**config.mk**
```make
export PLATFORM = sky130hd
export DESIGN_NAME = p_layer_pipe_flat
export DESIGN_NICKNAME = d
export VERILOG_FILES = /design/src/rtl/p_layer_pipe_if.sv /design/src/rtl/p_layer_pipe.sv /design/src/flat_wrapper.sv
export SDC_FILE = /design/constraint.sdc
export NUM_CORES = 1
export LEC_CHECK = 0
export CORE_ASPECT_RATIO = 1.4
export CORE_MARGIN = 1.5
export CORE_UTILIZATION = 52
export CTS_CLUSTER_SIZE = 30
export DETAILED_ROUTE_END_ITERATION = 8
export PLACE_DENSITY = 0.8
export SKIP_CTS_REPAIR_TIMING = 1
export SLEW_MARGIN = 20
export SYNTH_ARGS = -nofsm -noshare
export SYNTH_HDL_FRONTEND = slang
export SYNTH_SLANG_ARGS = --single-unit
```
**constraint.sdc**
```tcl
create_clock -name clk -period 3.4 [get_ports clk]
set_input_delay 0.68 -clock clk [delete_from_list [all_inputs] [get_ports clk]]
set_output_delay 0.68 -clock clk [all_outputs]
set_load 0.005 [all_outputs]
```
**src/rtl/p_layer_pipe_if.sv**
```systemverilog
// Stream bundle for the P-layer: input word with lane mask, output substituted word.
interface p_layer_pipe_if #(
  parameter int LANES = 8
);
  logic                 s_valid;
  logic                 s_ready;
  logic [8*LANES-1:0]   s_data;
  logic [LANES-1:0]     s_mask;
  logic                 m_valid;
  logic                 m_ready;
  logic [8*LANES-1:0]   m_data;

  modport master (
    output s_valid, s_data, s_mask, m_ready,
    input  s_ready, m_valid, m_data
  );

  modport slave (
    input  s_valid, s_data, s_mask, m_ready,
    output s_ready, m_valid, m_data
  );
endinterface

```
**src/rtl/p_layer_pipe.sv**
```systemverilog
// Masked CS-Cipher P substitution per byte lane, then a DEPTH-entry FIFO.
// 1-cycle latency into an empty FIFO; s_ready drops only when full.

module p_module (
  input  logic [7:0] x,
  output logic [7:0] y
);
  // Nibble boxes, entry n at bits [4n+3:4n]; P is a 3-round f/g/f Feistel.
  localparam logic [63:0] F_TAB = 64'hFEDE_BADE_7757_BBDF;
  localparam logic [63:0] G_TAB = 64'h97CF_354D_81EB_206A;

  function automatic logic [3:0] f_box(input logic [3:0] n);
    return F_TAB[{n, 2'b00} +: 4];
  endfunction

  function automatic logic [3:0] g_box(input logic [3:0] n);
    return G_TAB[{n, 2'b00} +: 4];
  endfunction

  logic [3:0] t_hi;
  logic [3:0] t_lo;

  always_comb begin
    t_hi = x[7:4] ^ f_box(x[3:0]);
    t_lo = x[3:0] ^ g_box(t_hi);
    y    = {t_hi ^ f_box(t_lo), t_lo};
  end
endmodule

module p_layer_pipe #(
  parameter int LANES = 8,
  parameter int DEPTH = 4,
  parameter int CNT_W = 16,
  localparam int DW   = 8 * LANES,
  localparam int PW   = $clog2(DEPTH),
  localparam int LW   = $clog2(DEPTH + 1)
) (
  input  logic             clk,
  input  logic             rst_n,
  input  logic             flush,
  p_layer_pipe_if.slave    bus,
  output logic [LW-1:0]    level,
  output logic [CNT_W-1:0] word_cnt
);
  localparam logic [LW-1:0] FULL = LW'(DEPTH);

  logic [DW-1:0] lane_out;
  logic [DW-1:0] mem [DEPTH];
  logic [PW-1:0] wr_ptr;
  logic [PW-1:0] rd_ptr;
  logic          wr_en;
  logic          rd_en;

  for (genvar i = 0; i < LANES; i++) begin : g_lane
    logic [7:0] p_out;
    p_module u_p (
      .x (bus.s_data[8*i +: 8]),
      .y (p_out)
    );
    assign lane_out[8*i +: 8] = bus.s_mask[i] ? p_out : bus.s_data[8*i +: 8];
  end

  assign bus.s_ready = (level != FULL);
  assign bus.m_valid = (level != '0);
  assign bus.m_data  = bus.m_valid ? mem[rd_ptr] : '0;

  // Flush wins over any transfer in the same cycle.
  assign wr_en = bus.s_valid && bus.s_ready && !flush;
  assign rd_en = bus.m_valid && bus.m_ready && !flush;

  always_ff @(posedge clk) begin
    if (wr_en) begin
      mem[wr_ptr] <= lane_out;
    end
  end

  always_ff @(posedge clk or negedge rst_n) begin
    if (!rst_n) begin
      wr_ptr   <= '0;
      rd_ptr   <= '0;
      level    <= '0;
      word_cnt <= '0;
    end else if (flush) begin
      wr_ptr   <= '0;
      rd_ptr   <= '0;
      level    <= '0;
      word_cnt <= '0;
    end else begin
      if (wr_en) begin
        wr_ptr   <= wr_ptr + 1'b1;
        word_cnt <= word_cnt + 1'b1;
      end
      if (rd_en) begin
        rd_ptr <= rd_ptr + 1'b1;
      end
      if (wr_en && !rd_en) begin
        level <= level + 1'b1;
      end else if (rd_en && !wr_en) begin
        level <= level - 1'b1;
      end
    end
  end
endmodule

```
**src/flat_wrapper.sv**
```systemverilog
// flat-port wrapper written by rule: the top's interface ports become plain ports
module p_layer_pipe_flat 
#(
  parameter int LANES = 8,
  parameter int DEPTH = 4,
  parameter int CNT_W = 16,
  localparam int DW   = 8 * LANES,
  localparam int PW   = $clog2(DEPTH),
  localparam int LW   = $clog2(DEPTH + 1)
)
  (clk, rst_n, flush, level, word_cnt, bus_s_valid, bus_s_data, bus_s_mask, bus_m_ready, bus_s_ready, bus_m_valid, bus_m_data);
  p_layer_pipe_if #(.LANES(LANES)) bus_i ();
  input  logic clk;
  input  logic rst_n;
  input  logic flush;
  output logic [LW-1:0] level;
  output logic [CNT_W-1:0] word_cnt;
  input wire logic [$bits(bus_i.s_valid)-1:0] bus_s_valid;
  input wire logic [$bits(bus_i.s_data)-1:0] bus_s_data;
  input wire logic [$bits(bus_i.s_mask)-1:0] bus_s_mask;
  input wire logic [$bits(bus_i.m_ready)-1:0] bus_m_ready;
  output wire logic [$bits(bus_i.s_ready)-1:0] bus_s_ready;
  output wire logic [$bits(bus_i.m_valid)-1:0] bus_m_valid;
  output wire logic [$bits(bus_i.m_data)-1:0] bus_m_data;
  assign bus_i.s_valid = bus_s_valid;
  assign bus_i.s_data = bus_s_data;
  assign bus_i.s_mask = bus_s_mask;
  assign bus_i.m_ready = bus_m_ready;
  assign bus_s_ready = bus_i.s_ready;
  assign bus_m_valid = bus_i.m_valid;
  assign bus_m_data = bus_i.m_data;
  p_layer_pipe #(.LANES(LANES), .DEPTH(DEPTH), .CNT_W(CNT_W)) u_core (.clk(clk), .rst_n(rst_n), .flush(flush), .bus(bus_i), .level(level), .word_cnt(word_cnt));
endmodule
```
==> reports/qor.txt <==
Largest net degree at the start of global routing = 59
Pleak = 7.189 nW
DR pass1 iterations = 5
Core area = 0.03413 mm²
Worst Hold Class = in2async
Total grt overflow = 0
Worst r2r dst = u_core.level[2]
RSZ-0062 raised after global routing = no
Final worst slack = 0.1961 ns
Via Count = 13780
Row cnt = 80
Area leader, netlist = edfxtp_1
Crit start category = flop
Ys Warns = 0
Minimum clock period after layout = 3.204 ns
Synth top area cells = edfxtp_1 (43%), mux4_2 (8.0%), xnor2_1 (4.7%)
Detailed placement HPWL = 28.41 mm
Critical path type = reg2out
Commonest non-fill, non-tap cell in the layout = edfxtp_1
Setup_tns = 0 ns
DR iter-0 viols = 932
DRC violations left = 0
Layout Utilization = 62.64%
Clock buffer depth = 3
All-Layer GR Usage = 23.23%
RD Place Congestion = 0.9227
Post-Syn Area = 0.01803 mm²
Final ANT Viol Nets = 0
Slew HR = 38.87%
Distinct cell type count of the synthesized netlist = 97
Vias/cell = 6.076
Clock-pin slew on the worst setup and hold paths = 0.07 ns
Final Cycle Share = 94.23%
Power per cell area = 531.8 mW/mm²
WP data arrival = 2.52 ns
Cell count after synthesis = 1635
Async set or reset register ratio after synthesis = 8.244%
H-Tree Depth = 1
Worst Setup End Kind = output pin
CTS sink count = 279
Max incr delay on CP = 0.60 ns
# fillers = 2685
FMAX = 0.3121 GHz
Wire length per cell = 18.34 µm
EDFF count, synth = 256
I/O pin count = 162
Antenna diode count = 0
Status = finished clean
Sequential-to-total area share from yosys stat = 45.82%
Synth top area share = 42.63%
Die Ht = 223.3 µm
CTS root buf = clkbuf_16
Die extent in x = 160.4 µm
Flop and latch count out of synthesis = 279
Syn Area/Cell = 11.03 µm²
Clock skew = 0.01265 ns
Critical-path cell list = buf_12, mux4_2, and2_1, clkdlybuf4s50_1
Initial Util = 52.83%
FF-to-FF setup slack = 1.05 ns
Endpoints failing setup = 0
Final Max Tran Viols = 0
Pre-CTS setup slack = 0.1615 ns
Vias in the first global route = 13398
CTS tree = done
CP required = 2.72 ns
Layout cell share with drive strength beyond 1 = 15.85%
First-pass GRT wire length = 68.58 mm
Fin nets = 1882
Max_cap viols = 0
TritonCTS Buffers = 25
Top FF cell, synth = edfxtp_1
Most frequent cells in the layout = edfxtp_1 (256), clkdlybuf4s50_1 (161), nor2_1 (122), buf_4 (109), o21ai_0 (99)
Final Hold Vio Count = 0
Crit Path Max Fanout = 14
Peak supply drop = 0.0004478 V
Reg2reg start = u_core.level[1]
Die Area = 0.03582 mm²
Area Growth Syn to Fin = 18.56%
Syn_nets = 1718
Initial antenna violation count = 0
R2R depth = 8
Routed WL = 41.60 mm
Clock Latency Late Sink = 0.53 ns
# port buffers = 161
Critical Path Slowest Stage Cell = dfrtp_4
Slew at the pin with the worst max-slew slack = 0.9104 ns
[layer usage]
| metal | part of all wire [%] | GRT usage, % |
|---|---|---|
| met1 | 41 | 29.36 |
| met3 | 5.1 | 2.194 |
| met2 | 52 | 41.78 |
| met5 | 0 | 0 |
| met4 | 2.2 | 7.446 |
[per-stage QoR]
| stage | total power (W) | hold WS [ns] | cell area [µm²] | cells |
|---|---|---|---|---|
| 6_report | 0.01137 | 0.5509 | 21380 | 2268 |
| 5_1_grt | 0.01196 | 0.5803 | 21380 | 2268 |
| 4_1_cts | 0.01142 | 0.5478 | 21310 | 2259 |
| 3_5_place_dp | 0.008617 | 0.5363 | 20510 | 2214 |
| 3_3_place_gp | 0.008550 | 0.5272 | 20510 | 2214 |
| 2_1_floorplan | 0.006731 | 0.3844 | 18030 | 1635 |
[worst max path at each step]
stage	start	to	slack, ns	depth (start not counted)
4_1_cts	u_core.rd_ptr[0]	bus_m_data[56]	0.03	4
3_5_place_dp	bus_s_data[0]	u_core.mem[0][4]	0.16	7
3_3_place_gp	bus_s_data[41]	u_core.mem[0][45]	0.18	8
5_1_grt	u_core.rd_ptr[0]	bus_m_data[40]	0.10	4
6_report	u_core.rd_ptr[0]	bus_m_data[11]	0.20	4
2_1_floorplan	bus_s_valid	u_core.mem[0][0]	0.51	3
[synth_stat cells, types with 25 or more instances]
library cell	n
nand2b_1	29
nand2_1	83
nor2_1	122
xor2_1	42
buf_2	55
xnor2_1	97
o22ai_1	25
clkbuf_1	61
o21ai_0	99
a21oi_1	81
inv_1	31
and2_1	74
nand3_1	30
nor3_1	36
mux4_2	64
edfxtp_1	256
[worst max-delay path: cells and delay by family (launching register included)]
family | cells | cell delay [ns]
muxes | 1 | 0.51
buffers and inverters | 2 | 0.66
DFF | 1 | 0.60
and+or+nand+nor | 1 | 0.21
[power breakdown]
group | switching (W) | internal, W
Clock | 0.00119 | 0.00159
Sequential | 0.000117 | 0.00410
Combinational | 0.00202 | 0.00235
Total | 0.00333 | 0.00804
[sequential cells by signal, indices dropped and copies added (netlist names)]
| register | cells |
|---|---|
| u_core.level | 3 |
| u_core.mem | 256 |
| u_core.wr_ptr | 2 |
| u_core.word_cnt | 16 |
| u_core.rd_ptr | 2 |
[cells by family after synthesis]
group,share of synthesized area (%)
XOR/XNOR,9.436
AND/OR/NAND/NOR,16.39
adder cells (fa/ha/maj),0.8048
AO/OA/AOI/OAI,14.35
multiplexers,8.673
flip-flops,45.82
buffers and inverters,4.531
[cell type report]
| cell class | count | area (µm²) | share of cell area (%) |
|---|---|---|---|
| Clock buffer | 30 | 644.4 | 3.014 |
| Inverter | 34 | 127.6 | 0.5969 |
| Clock inverter | 15 | 161.4 | 0.7549 |
| Timing Repair Buffer | 281 | 2650 | 12.39 |
| Sequential cell | 279 | 8268 | 38.67 |
| Tap cell | 451 | 564.3 | 2.639 |
| Multi-Input combinational cell | 1178 | 8965 | 41.93 |
(Power assumes the default switching activity.)
